--- src/rtl/mem_port_arbiter.sv ---
// Shares one fixed-latency 64-bit single-port memory between fetch and MEM.
// Data has fixed priority; per-port stalls and saturating wait counters.
module mem_port_arbiter #(
  parameter int MEM_LAT = 2,
  parameter int CNT_W   = 32
) (
  input  logic             clk,
  input  logic             reset,
  input  logic             if_req,
  input  logic [63:0]      if_addr,
  output logic [31:0]      if_rdata,
  output logic             if_ready,
  output logic             if_stall,
  input  logic             d_read,
  input  logic             d_write,
  input  logic [63:0]      d_addr,
  input  logic [63:0]      d_wdata,
  output logic [63:0]      d_rdata,
  output logic             d_ready,
  output logic             d_stall,
  output logic             m_en,
  output logic             m_we,
  output logic [63:0]      m_addr,
  output logic [63:0]      m_wdata,
  input  logic [63:0]      m_rdata,
  output logic [CNT_W-1:0] if_wait_cnt,
  output logic [CNT_W-1:0] d_wait_cnt
);

  typedef enum logic [1:0] {
    IDLE,
    BUSY_I,
    BUSY_D
  } state_e;

  localparam logic [3:0] LAT_M1 = 4'(MEM_LAT - 1);

  state_e            state_q;
  logic [3:0]        cnt_q;
  logic              m_en_q;
  logic              m_we_q;
  logic [63:0]       m_addr_q;
  logic [63:0]       m_wdata_q;
  logic              sel_q;
  logic [CNT_W-1:0]  if_wait_q, if_wait_d;
  logic [CNT_W-1:0]  d_wait_q, d_wait_d;
  logic              d_req;
  logic              last;

  assign d_req = d_read | d_write;
  assign last  = (cnt_q == 4'd0);

  assign if_ready = (state_q == BUSY_I) && last;
  assign d_ready  = (state_q == BUSY_D) && last;
  assign if_stall = if_req & ~if_ready;
  assign d_stall  = d_req & ~d_ready;

  assign d_rdata  = m_rdata;
  assign if_rdata = sel_q ? m_rdata[63:32] : m_rdata[31:0];

  assign m_en    = m_en_q;
  assign m_we    = m_we_q;
  assign m_addr  = m_addr_q;
  assign m_wdata = m_wdata_q;

  assign if_wait_cnt = if_wait_q;
  assign d_wait_cnt  = d_wait_q;

  always_comb begin
    if_wait_d = if_wait_q;
    d_wait_d  = d_wait_q;
    if (if_stall && (if_wait_q != '1))
      if_wait_d = if_wait_q + CNT_W'(1);
    if (d_stall && (d_wait_q != '1))
      d_wait_d = d_wait_q + CNT_W'(1);
  end

  always_ff @(posedge clk) begin
    if (reset) begin
      if_wait_q <= '0;
      d_wait_q  <= '0;
    end else begin
      if_wait_q <= if_wait_d;
      d_wait_q  <= d_wait_d;
    end
  end

  always_ff @(posedge clk) begin
    if (reset) begin
      state_q   <= IDLE;
      cnt_q     <= 4'd0;
      m_en_q    <= 1'b0;
      m_we_q    <= 1'b0;
      m_addr_q  <= 64'd0;
      m_wdata_q <= 64'd0;
      sel_q     <= 1'b0;
    end else begin
      unique case (state_q)
        IDLE: begin
          if (d_req) begin
            m_addr_q  <= d_addr;
            m_wdata_q <= d_wdata;
            m_we_q    <= d_write;
            m_en_q    <= 1'b1;
            cnt_q     <= LAT_M1;
            state_q   <= BUSY_D;
          end else if (if_req) begin
            m_addr_q <= if_addr;
            m_we_q   <= 1'b0;
            sel_q    <= if_addr[2];
            m_en_q   <= 1'b1;
            cnt_q    <= LAT_M1;
            state_q  <= BUSY_I;
          end else begin
            m_en_q <= 1'b0;
            m_we_q <= 1'b0;
          end
        end
        BUSY_I, BUSY_D: begin
          if (!last) begin
            cnt_q <= cnt_q - 4'd1;
          end else begin
            m_en_q  <= 1'b0;
            m_we_q  <= 1'b0;
            state_q <= IDLE;
          end
        end
        default: state_q <= IDLE;
      endcase
    end
  end

endmodule
--- config.mk ---
export PLATFORM = sky130hd
export DESIGN_NAME = mem_port_arbiter
export DESIGN_NICKNAME = d
export VERILOG_FILES = /design/src/rtl/mem_port_arbiter.sv
export SDC_FILE = /design/constraint.sdc
export NUM_CORES = 1
export LEC_CHECK = 0
export BUFFER_PORTS_ARGS = -buffer_cell sky130_fd_sc_hd__buf_2
export CELL_PAD_IN_SITES_DETAIL_PLACEMENT = 0
export CELL_PAD_IN_SITES_GLOBAL_PLACEMENT = 1
export CORE_AREA = 2 2 214 216
export DETAILED_ROUTE_END_ITERATION = 8
export DIE_AREA = 0 0 216 218
export GPL_TIMING_DRIVEN = 0
export PLACE_DENSITY = 0.64
export REMOVE_ABC_BUFFERS = 1
export SYNTH_ARGS = -nofsm -noshare
export SYNTH_HDL_FRONTEND = slang
export SYNTH_SLANG_ARGS = --single-unit
--- constraint.sdc ---
create_clock -name clk -period 4.2 [get_ports clk]
set_input_delay 0.21 -clock clk [delete_from_list [all_inputs] [get_ports clk]]
set_output_delay 0.21 -clock clk [all_outputs]
set_load 0.02 [all_outputs]
==> results of run 1 <==
registers in the layout, summed over array words and instances, names as in the netlist:
name,count
if_wait_cnt,32
m_wdata,64
m_en,1
d_wait_cnt,32
m_we,1
state_q,2
m_addr,64
sel_q,1
cnt_q,4
cell families after synthesis:
group                      after synthesis
adders and majority gates                6
AOI/OAI and AO/OA                      317
and+or+nand+nor                        464
muxes                                   41
buffers and inverters                  170
xor gates and xnor gates                 4
DFF                                    201
critical path, delay by kind of cell (launching register included):
kind | cells | cell delay (ns)
adder cells (fa/ha/maj) | 1 | 0.34
flip-flops | 1 | 0.32
AND/OR/NAND/NOR | 1 | 0.07
buffers and inverters | 6 | 1.57
AO/OA/AOI/OAI | 2 | 0.79
placed cells by master, fill, tap and decap left out, types with 3 or more instances in the layout:
cell type / synthesis / layout
clkbuf_16: 0 / 27
inv_1: 14 / 14
and4_1: 6 / 6
dfxtp_1: 201 / 200
o41ai_1: 3 / 3
a21oi_1: 120 / 119
nor4b_1: 3 / 3
clkbuf_8: 0 / 8
clkbuf_1: 80 / 8
nand2_1: 221 / 221
xor2_1: 3 / 3
or4_1: 26 / 26
or4b_2: 3 / 3
nand2b_1: 3 / 3
a211oi_1: 3 / 3
buf_2: 5 / 553
nand3_1: 23 / 23
nor2_1: 93 / 91
diode_2: 0 / 6
o21ai_0: 92 / 92
mux2_2: 37 / 37
or3_1: 26 / 26
nor4_1: 5 / 4
nor2b_1: 8 / 8
buf_16: 0 / 3
mux2_1: 3 / 3
nand4_1: 15 / 15
buf_12: 0 / 6
dlygate4sd3_1: 0 / 191
nor3_1: 8 / 8
o31ai_1: 25 / 25
a311oi_1: 64 / 64
ha_1: 6 / 6
and3_1: 8 / 8
power groups by stage:
stage          sequential, mW  clock, mW  combinational, mW
3_5_place_dp             2.56          0               2.66
3_3_place_gp             2.50          0               2.48
4_1_cts                  2.52       2.35               3.02
5_1_grt                  2.58       2.43               3.26
6_report                 2.53       2.28               3.02
2_1_floorplan            2.96          0               1.12
repair_timing:
action | in CTS | in global routing
setup buffers | 0 | 0
hold endpoints to repair | 129 | 0
hold buffers | 191 | 0
final cells by class:
type                            count  area share
Antenna cell                        6   0.0009746
Clock buffer                       43     0.05295
Clock inverter                      4    0.003167
Inverter                           14    0.003411
Multi-Input combinational cell    832      0.3097
Sequential cell                   201      0.2613
Tap cell                          600     0.04873
Timing Repair Buffer              757      0.3198
metal layers:
layer	GRT usage	part of all wire	up-vias
li1	-	-	5501
met4	0.06438	0.033	4
met1	0.2221	0.39	5414
met3	0.04198	0.072	103
met5	0	0.00057	-
met2	0.3384	0.50	494
Yosys cell counts, types with 25 or more instances:
master,instances,area [um2]
mux2_2,37,416.7
dfxtp_1,201,4024
a21oi_1,120,600.6
or4_1,26,195.2
nor2_1,93,349.1
o31ai_1,25,187.7
buf_4,64,480.5
or3_1,26,162.7
o21ai_0,92,460.4
clkbuf_1,80,300.3
nand2_1,221,829.6
a311oi_1,64,560.5
final timing paths:
path,from,to,slack [ns],depth (start not counted)
max reg2reg,state_q[1],m_addr[20],0.98,10
max,state_q[1],m_addr[20],0.98,10
min reg2reg,m_wdata[37],m_wdata[37],0.45,2
min,if_req,state_q[0],0.05,3
==> results list, run 1 <==
- Counting every sink on the clock net gives roughly 200.
* Final Routed Wirelength: 47370 um
- In the final timing run, aggregate negative setup slack is 0 ns.
- XOR/XNOR share of the synthesized area: 0.003633
- Largest net degree at the start of global routing: roughly 120
- Fraction of layout instances using a drive strength above 1: 0.3576
* Kind of path behind the tightest hold check: input pin to flip-flop
- Based on the critical path, the design can be clocked at up to just over 0.3 GHz.
- Main synth FF type: dfxtp_1
- Die width: 216 um
- Worst slack after detailed placement: 0.9338 ns
- Starting utilization of the core area: 0.2148
- Sum of net half-perimeters after detailed placement: 35200 um
* Via density: 4.687
* Leak Pwr: 6.836 nW
- H-tree depth: 1
- In this run the cell area of the synthesized design comes to just under 10000 um2.
- Time the worst path needs with I/O delays and setup: 3.216 ns
- Distinct cell type count of the synthesized netlist: between 50 and 60
- Summing all flip-flop and latch instances after layout gives between 4000 and 5000 um2.
- The detailed router finished its first iteration with 502 violations.
- Counting flops and latches in the post-synthesis netlist gives 201.
- Critical path peak fanout: 38
* Fraction of the cycle the final worst path needs: 0.7657
- Wirelength per Cell: 19.28 um
- After floorplanning, the core was divided into 78 placement rows.
- With fillers left out, the area of the finished cells amounts to about 15000 um2.
* Largest stage delay on the critical path: 0.59 ns
* Antenna violations before repair: 30
- Worst-path cell with the longest stage delay: dlygate4sd3_1
* Fill cell count: between 4000 and 5000
- Of the total power, registers draw 0.323.
- Of the total power, the clock network draws 0.292.
- Total die area: around 47000 um2
- Number of instances in the synthesized netlist: 1203
- Setup violations remaining at the end of the flow were counted as 0.
* Share of the synthesized area in compound gates (AO/OA/AOI/OAI): 0.2008
* Total vias in the final route: roughly 12000
- At the later pin of the worst-skew pair, clock insertion delay measures 0.55 ns.
- # DRC: 0
* Required time of the worst setup path: 4.69 ns
- Routability-driven placement finished with a final weighted congestion of between 0.8 and 0.9.
* Vias in the first global route: between 10000 and 15000
* Async set or reset register ratio after synthesis: 0
* Wire length of the first global-routing pass: 68260 um
* Number of nets in the layout: 2099
* Iteration count of the initial detailed-routing pass: 5
- By area, the combinational part of the netlist is dominated by simple AND/OR/NAND/NOR gates.
- Measured against its own limit, the worst slew margin works out to 0.1149.
- Post-CTS repair changed the size of 0 cells.
- Once layout is complete, the cells apart from fillers number approximately 2500.
- Peak VDD IR: about 290 uV
- STA puts the critical path data arrival time at 3.70 ns.
* Slew Limit Fails: 0
- Across every metal layer, demand over resource in global routing totals 0.1890.
- Total power: slightly below 8 mW
- For this run, the share of the core covered by cells in the final layout is 0.3432.
- Startpoint type of the worst setup path: flip-flop
* Net Sw Power: 2.942 mW
- After detailed placement, the design holds a cell count of 2212.
- CP endpoint kind: flip-flop
- Number of failing hold endpoints at the final stage: 0
- In this run the count of I/O pins placed on the die edge is 555.
* Cell mode on critical path: buf_12
- Global-route congestion overflow total: 0
* Area taken by multi-input logic gates: 4771 um2
- ANT nets after route: 0
* Smallest hold slack: between 0.04 and 0.05 ns
- Summing all placed instances gives a cell area of 12600 um2.
* Syn Area/Cell: ~8 um2
* Outcome: complete, no violations
- Setup slack on the critical path of the routed design comes to 0.9839 ns.
* Fraction of power consumed by combinational cells: 0.386
- Number of port buffers: 554
* Proportion of synthesized area in mux cells: 0.04774
- Max-cap violations: 0
* CTS max path bufs: 3
* Least-Margin Pin Slew: ~1.3 ns
- From synthesis to final layout, the design area changed by 59.74%.
- Of the total synthesized cell area, the portion taken by AND, OR, NAND and NOR gates is 0.2302.
* Count of warnings emitted by yosys: 0
- Sequence of cells on the critical path: inv_1 > ha_1 > inv_1 > a21oi_4 > buf_12 > buf_12 > buf_12 > nor2_1 > a311oi_1 > dlygate4sd3_1
* Clock tree from TritonCTS: built
- Count of flip-flops with a built-in enable after synthesis: 0
* Cell at the root of the clock tree: clkbuf_16
- Core Area: 44890 um2
* Worst setup skew after layout: 0.01177 ns
- Critical path class: flip-flop to flip-flop
- Internal power: between 4 and 5 mW
- Clock-pin slew was measured on the worst setup and hold paths at 0.06 ns.
- The floorplan step set the die height to 218 um.
* Seq/Total Area, Yosys: 0.4172
- Of the total synthesized cell area, the portion taken by full adders, half adders and majority gates is 0.007784.
- Power density over the cells: 507.7 nW/um2
- Of the total power, the share spent switching nets is 0.3762.
* Number of buffers added by the clock tree synthesis step: 26
- Setup repair after global routing missed its margin: false
No activity file was read; power rests on OpenSTA's default activity.
==> run 2: changes to the inputs <==
- CORE_AREA: 2 2 214 216 -> 2 2 216 218
- DIE_AREA: 0 0 216 218 -> 0 0 218 220
- PLACE_DENSITY: 0.64 -> 0.65
- clock period: 4.2 -> 2.7 ns (I/O delays scaled with it)
==> results list, run 2 (synthesis gave the netlist of run 1 again) <==
- Outcome: complete, no violations
- Core Area: 45860 um2 (+2.2%)
- The count of port buffers added during placement was 554 (unchanged).
- CTS Sinks: 201 (unchanged)
- The routed length per placed instance is 19.78 um (+2.6%).
- The maximum buffer depth of the clock tree was 3 (unchanged).
- Vertical die dimension: 220 um (+0.92%)
- The DRC violation total after the first TritonRoute iteration is 623 (+24%).
* Clock insertion delay at the later pin of the skew report: 0.55 ns (about the same)
* Required time of the worst setup path: 3.17 ns (-1.52 ns)
- Antenna violations before repair: 28 (-6.7%)
- The library cell used most frequently in the layout, excluding fill and tap cells, is buf_2.
- The count of H-tree levels built during CTS is 1 (unchanged).
* Arr. time, crit path: 3.03 ns (-0.67 ns)
- The clock transition at the register clock pins on the worst setup and hold paths after CTS came to 0.06 ns (about the same).
* Largest net degree at the start of global routing: 127 (+8.5%)
- The measured slew at the worst slew-check pin is 0.9410 ns (-0.3867 ns).
- In this run the critical register-to-register path is launched from cnt_q[0].
- Total negative slack for setup checks: 0 ns (unchanged)
- The routability congestion estimate is 0.8179 (-7.2%).
* Number of buffers added by the clock tree synthesis step: 27 (+3.8%)
* Final Routed Wirelength: 49160 um (+3.8%)
* Power density over the cells: 782.2 nW/um2 (+54%)
* Number of setup violations in the final report: 0 (unchanged)
- Fraction of layout instances using a drive strength above 1: 0.3627 (+0.005016)
- The iteration count of the initial detailed-routing pass is 5 (unchanged).
* Total die area: 47960 um2 (+1.9%)
* Critical path startpoint: cnt_q[0]
* Top Ports: 555 (unchanged)
* Time the worst path needs with I/O delays and setup: 2.559 ns (-0.6568 ns)
- The remaining design rule violation count was 0 (unchanged).
- Setup repair after global routing left no endpoint under its margin.
* Sum of net half-perimeters after detailed placement: 36150 um (+2.7%)
* Wire length of the first global-routing pass: 68480 um (+0.31%)
- Floorplan row count: 79 (+1.3%)
* Area Growth Syn to Fin: 62.07%
- Vias in the first global route: 10720 (-2.2%)
- Slew Limit Fails: 0 (unchanged)
- The worst-case vdd ir drop is 523.7 uV (+82%).
- Total vias in the final route: 11600 (+0.72%)
- STA classifies the critical path endpoint as a flip-flop.
* Critical path peak fanout: 29 (-24%)
* Number of nets in the layout: 2111 (+0.57%)
- The relative slew slack is 0.3680 (+0.2531).
- The global-route usage over all layers came to 0.1901 (+0.001124).
* Maximum frequency from static timing analysis: 0.3907 GHz (+26%)
- The total grt overflow was 0 (unchanged).
- The average via count per standard cell came to 4.668 (-0.41%).
* Starting utilization of the core area: 0.2103 (-0.004548)
- Startpoint type of the worst setup path: flip-flop
* Leak Pwr: 6.865 nW (+0.42%)
- Fraction of the cycle the final worst path needs: 0.9479 (+0.1821)
- The clock skew was 0.008064 ns (-0.003701 ns).
* Smallest hold slack: 0.3780 ns (+0.3288 ns)
* Top library cells by usage in the layout, fill and taps aside: buf_2, nand2_1, dfxtp_1
- Critical path class: flip-flop to flip-flop
- CTS placed an instance of clkbuf_16 at the clock tree root.
- The number of max-cap violations was 0 (unchanged).
- The final hold violation count was 0 (unchanged).
- The worst hold path belongs to the class input pin to flip-flop.
- The width of the die was 218 um (+0.93%).
- The worst hold path begins at d_wdata[50].
* Clock tree from TritonCTS: built
- ANT nets after route: 0 (unchanged)
-- run 2: cell count changes in the layout (fill, tap and decap cells not counted), sizes merged, moves of 2 or more --
cell         before  now
clkinv            3    1
clkinvlp          0    2
clkbuf           43   45
buf             566  569
diode             6   14
dlygate4sd3     191  195
-- run 2: final timing paths --
path	endpoint	slack (ns)	cells after the start
worst max-delay path	if_wait_cnt[29]	0.14	7
worst min-delay path	m_wdata[50]	0.38	4
worst max register to register	if_wait_cnt[29]	0.14	7
worst min register to register	m_wdata[18]	0.45	2
-- run 2: final cells by class --
class | instances | area, um2
inverter | 14 | 56.30
multi-input combinational | 834 | 4835
fill | 4876 | 30230
antenna | 14 | 35.03
sequential | 201 | 4025
clock inverter | 6 | 93.84
timing repair buffer | 766 | 5010
clock buffer | 43 | 815.8
tap | 607 | 759.5
-- run 2: power breakdown --
group | switching [mW] | total [mW] | internal, mW | leakage [nW]
Combinational | 2.86 | 4.64 | 1.78 | 4.77
Clock | 1.42 | 3.67 | 2.25 | 0.441
Sequential | 0.348 | 3.91 | 3.56 | 1.65
-- run 2: metal layers --
layer	vias up	GRT usage	wire [um]
li1	5549	-	-
met1	5457	0.2261	19690
met2	499	0.3333	24600
met3	90	0.03948	3277
met4	4	0.07551	1558
met5	-	0	26
-- run 2: what timing repair did --
action,CTS,global route
hold endpoints to repair,133,0
resized for setup,4,8
setup endpoints to repair,56,50
hold buffers,195,0
pin swaps,1,1
setup buffers,1,4
cloned,2,0
-- run 2: worst max-delay path, stage by stage (launching register included) --
cell	delay, ns
dfxtp_1	0.37
inv_1	0.06
ha_1	0.22
nor3b_1	0.20
a21o_4	0.33
or3_1	0.60
or4_1	0.54
a21oi_1	0.15
-- run 2: metrics by stage --
| step | setup slack, ns | util | instance area, um2 | std cells | power [mW] |
|---|---|---|---|---|---|
| floorplan | -4.085 | - | 8803 | 1047 | 5.950 |
| global placement | -11.93 | 0.2690 | 12340 | 2208 | 7.097 |
| detailed placement | -0.5910 | 0.2752 | 12620 | 2220 | 8.084 |
| CTS | 0.006805 | 0.3386 | 15530 | 2467 | 12.31 |
| global route | 0.003636 | 0.3405 | 15620 | 2480 | 12.94 |
| finish | 0.1407 | 0.3408 | 15630 | 2485 | 12.23 |
==> run 3: changes to the inputs <==
- CELL_PAD_IN_SITES_DETAIL_PLACEMENT: 0 -> 1
- CELL_PAD_IN_SITES_GLOBAL_PLACEMENT: 1 -> 2
- CORE_AREA: 2 2 216 218 -> unset
- CORE_UTILIZATION: unset -> 21
- DIE_AREA: 0 0 218 220 -> unset
- PLACE_DENSITY: 0.65 -> 0.8
==> results list, run 3 (synthesis gave the netlist of run 1 again) <==
* Total vias in the final route: 11840 (+2.1%)
- Routability congestion estimate: 0.8027 (-1.9%)
- The arrival time at the worst endpoint was 2.98 ns (-0.05 ns).
* Number of port buffers: 554 (unchanged)
- The clock skew was 0.01351 ns (+0.005447 ns).
* Worst reg-to-reg path cell count: 8 (+1)
- Vertical die dimension: 216.3 um (-1.7%)
- Floorplan row count: 78 (-1.3%)
- Peak VDD IR: 644.8 uV (+23%)
* First-iteration detailed-routing DRC count: 544 (-13%)
* Final core utilization: 0.3441 (+0.003351)
- Maximum frequency from static timing analysis: 0.3894 GHz (-0.34%)
- R2r startpoint: state_q[1]
* GRT Resource Usage Total: 0.2040 (+0.01393)
- The startpoint identified for the worst hold timing path is reset.
* CP endpoint kind: flip-flop
- Finished layout cell area: 15620 um2 (about the same)
- Area after DPL: 12600 um2 (-0.18%)
- Total die area: 46790 um2 (-2.4%)
- Sequential cell area: 4025 um2 (unchanged)
- Number of setup violations in the final report: 0 (unchanged)
- Clock insertion delay at the later pin of the skew report: 0.55 ns (about the same)
- ANT nets after route: 0 (unchanged)
* Leading cell type in the layout, fill and taps excluded: buf_2
- Fin cells: 2473 (-0.48%)
- Wirelength per Cell: 20.46 um (+3.4%)
* Outcome: complete, no violations
* Post-layout worst setup margin: 0.1319 ns (-0.008855 ns)
* Critical path class: flip-flop to flip-flop
- WHS Endpoint: d_wait_cnt[12]
* Top Ports: 555 (unchanged)
- The number of max-cap violations was 0 (unchanged).
- The top fanout value on the critical path is 39 (+34%).
- The number of clock sinks came to 201 (unchanged).
- The placed wire-length estimate after detailed placement was 35000 um (-3.2%).
- The average via count per standard cell was 4.789 (+2.6%).
- Worst slack after detailed placement: -0.5335 ns (+0.05751 ns)
- Leak Pwr: 6.861 nW (about the same)
- Setup repair after global routing missed its margin: false
- The cell depth of the worst min-delay path is 2 (-2).
- Area Growth Syn to Fin: 61.94% (about the same)
* Clock transition at the register clock pins on the worst setup and hold paths after CTS: 0.06 ns (about the same)
- The relative slew slack is 0.3263 (-0.04170).
* # DRC: 0 (unchanged)
- The top cell types in the final layout, fill and taps aside, are buf_2, nand2_1, dfxtp_1.
- Number of cells after detailed placement: 2213 (-0.32%)
- Vias in the first global route: 12270 (+14%)
- The post-route clock period utilization came to 0.9512 (+0.003280).
* Kind of path behind the tightest hold check: input pin to flip-flop
- Antenna violations before repair: 19 (-32%)
- The shortest period the worst path allows is 2.568 ns (+0.008855 ns).
* Wire length of the first global-routing pass: 73970 um (+8.0%)
- The total wirelength of the detailed-routed design came to 50590 um (+2.9%).
* Number of nets in the layout: 2113 (+0.095%)
- Slew Limit Fails: 0 (unchanged)
* Number of failing hold endpoints at the final stage: 0 (unchanged)
* H-tree depth: 1 (unchanged)
* Least-Margin Pin Slew: 1.011 ns (+0.06961 ns)
- Area taken by multi-input logic gates: 4835 um2 (unchanged)
- Largest net degree at the start of global routing: 113 (-11%)
- The maximum buffer depth of the clock tree came to 3 (unchanged).
- Power density over the cells: 779.4 nW/um2 (-0.36%)
* Cell at the root of the clock tree: clkbuf_16
- Fraction of layout instances using a drive strength above 1: 0.3660 (+0.003363)
- The most critical setup path has its startpoint at state_q[1].
* Starting utilization of the core area: 0.2125 (+0.002238)
- Global-route congestion overflow total: 0 (unchanged)
- The width of the die came to 216.3 um (-0.78%).
- Clock tree from TritonCTS: built
- The number of buffers inserted during clock tree synthesis is 26 (-3.7%).
- The worst register-to-register path ends at m_addr[21].
* Core Area: 45380 um2 (-1.1%)
- The worst setup path is launched from a flip-flop.
- Iteration count of the initial detailed-routing pass: 4 (-1)
* Required time of the worst setup path: 3.11 ns (-0.06 ns)
- The final-layout fill cell count is 5493 (+13%).
- Reg-to-reg setup timing slack: 0.13 ns (about the same)
run 3: layout make-up:
class | count | share of cell area
inverters | 14 | 0.003365
repair buffers | 769 | 0.3219
clock inverters | 8 | 0.006089
flip-flops and latches | 201 | 0.2577
clock buffers | 40 | 0.05216
diodes | 7 | 0.001122
well taps | 600 | 0.04807
multi-input cells | 834 | 0.3096
run 3: critical path, stage by stage, from the launching register on:
cell and delay (ns):
dfxtp_1 0.33, inv_1 0.09, ha_1 0.34, inv_1 0.24, a21oi_4 0.45, buf_12 0.27
buf_12 0.22, nor2_1 0.07, a311oi_1 0.37
run 3: how the worst max path moves through the flow:
| stage | slack (ns) | depth (start not counted) | to |
|---|---|---|---|
| 6_report | 0.13 | 8 | m_addr[21] |
| 5_1_grt | 0.02 | 8 | m_addr[21] |
| 4_1_cts | 0.009 | 5 | d_wait_cnt[0] |
| 3_5_place_dp | -0.53 | 5 | d_wait_cnt[0] |
| 3_3_place_gp | -11.31 | 6 | m_en |
| 2_1_floorplan | -4.08 | 5 | m_en |
run 3: timing repair:
item,CTS,global route
gates resized for setup,3,7
endpoints found under the setup margin,32,51
hold buffers,194,0
pin swaps,1,2
buffers inserted,0,9
gates cloned,1,1
hold endpoints to repair,130,0
run 3: stage by stage:
| step | hold WS (ns) | power, mW | setup TNS [ns] |
|---|---|---|---|
| after floorplan | 0.2041 | 5.950 | -419.03 |
| after global placement | 0.3765 | 7.098 | -1464.94 |
| after detailed placement | 0.3831 | 8.138 | -18.70 |
| after CTS | 0.04706 | 12.17 | 0 |
| after global routing | 0.08160 | 12.82 | 0 |
| final | 0.03826 | 12.17 | 0 |
run 3: metal layers:
layer | up-vias | wire length, um | global-route usage
met4 | 2 | 2427 | 0.08545
met3 | 119 | 3186 | 0.04828
met1 | 5708 | 19950 | 0.2297
met5 | - | 13 | 0
li1 | 5529 | - | -
met2 | 486 | 25010 | 0.3657
run 3: where the power goes:
group,internal (mW),switching [mW]
combinational,1.62,2.91
clock,2.26,1.44
sequential,3.56,0.376
total,7.44,4.73
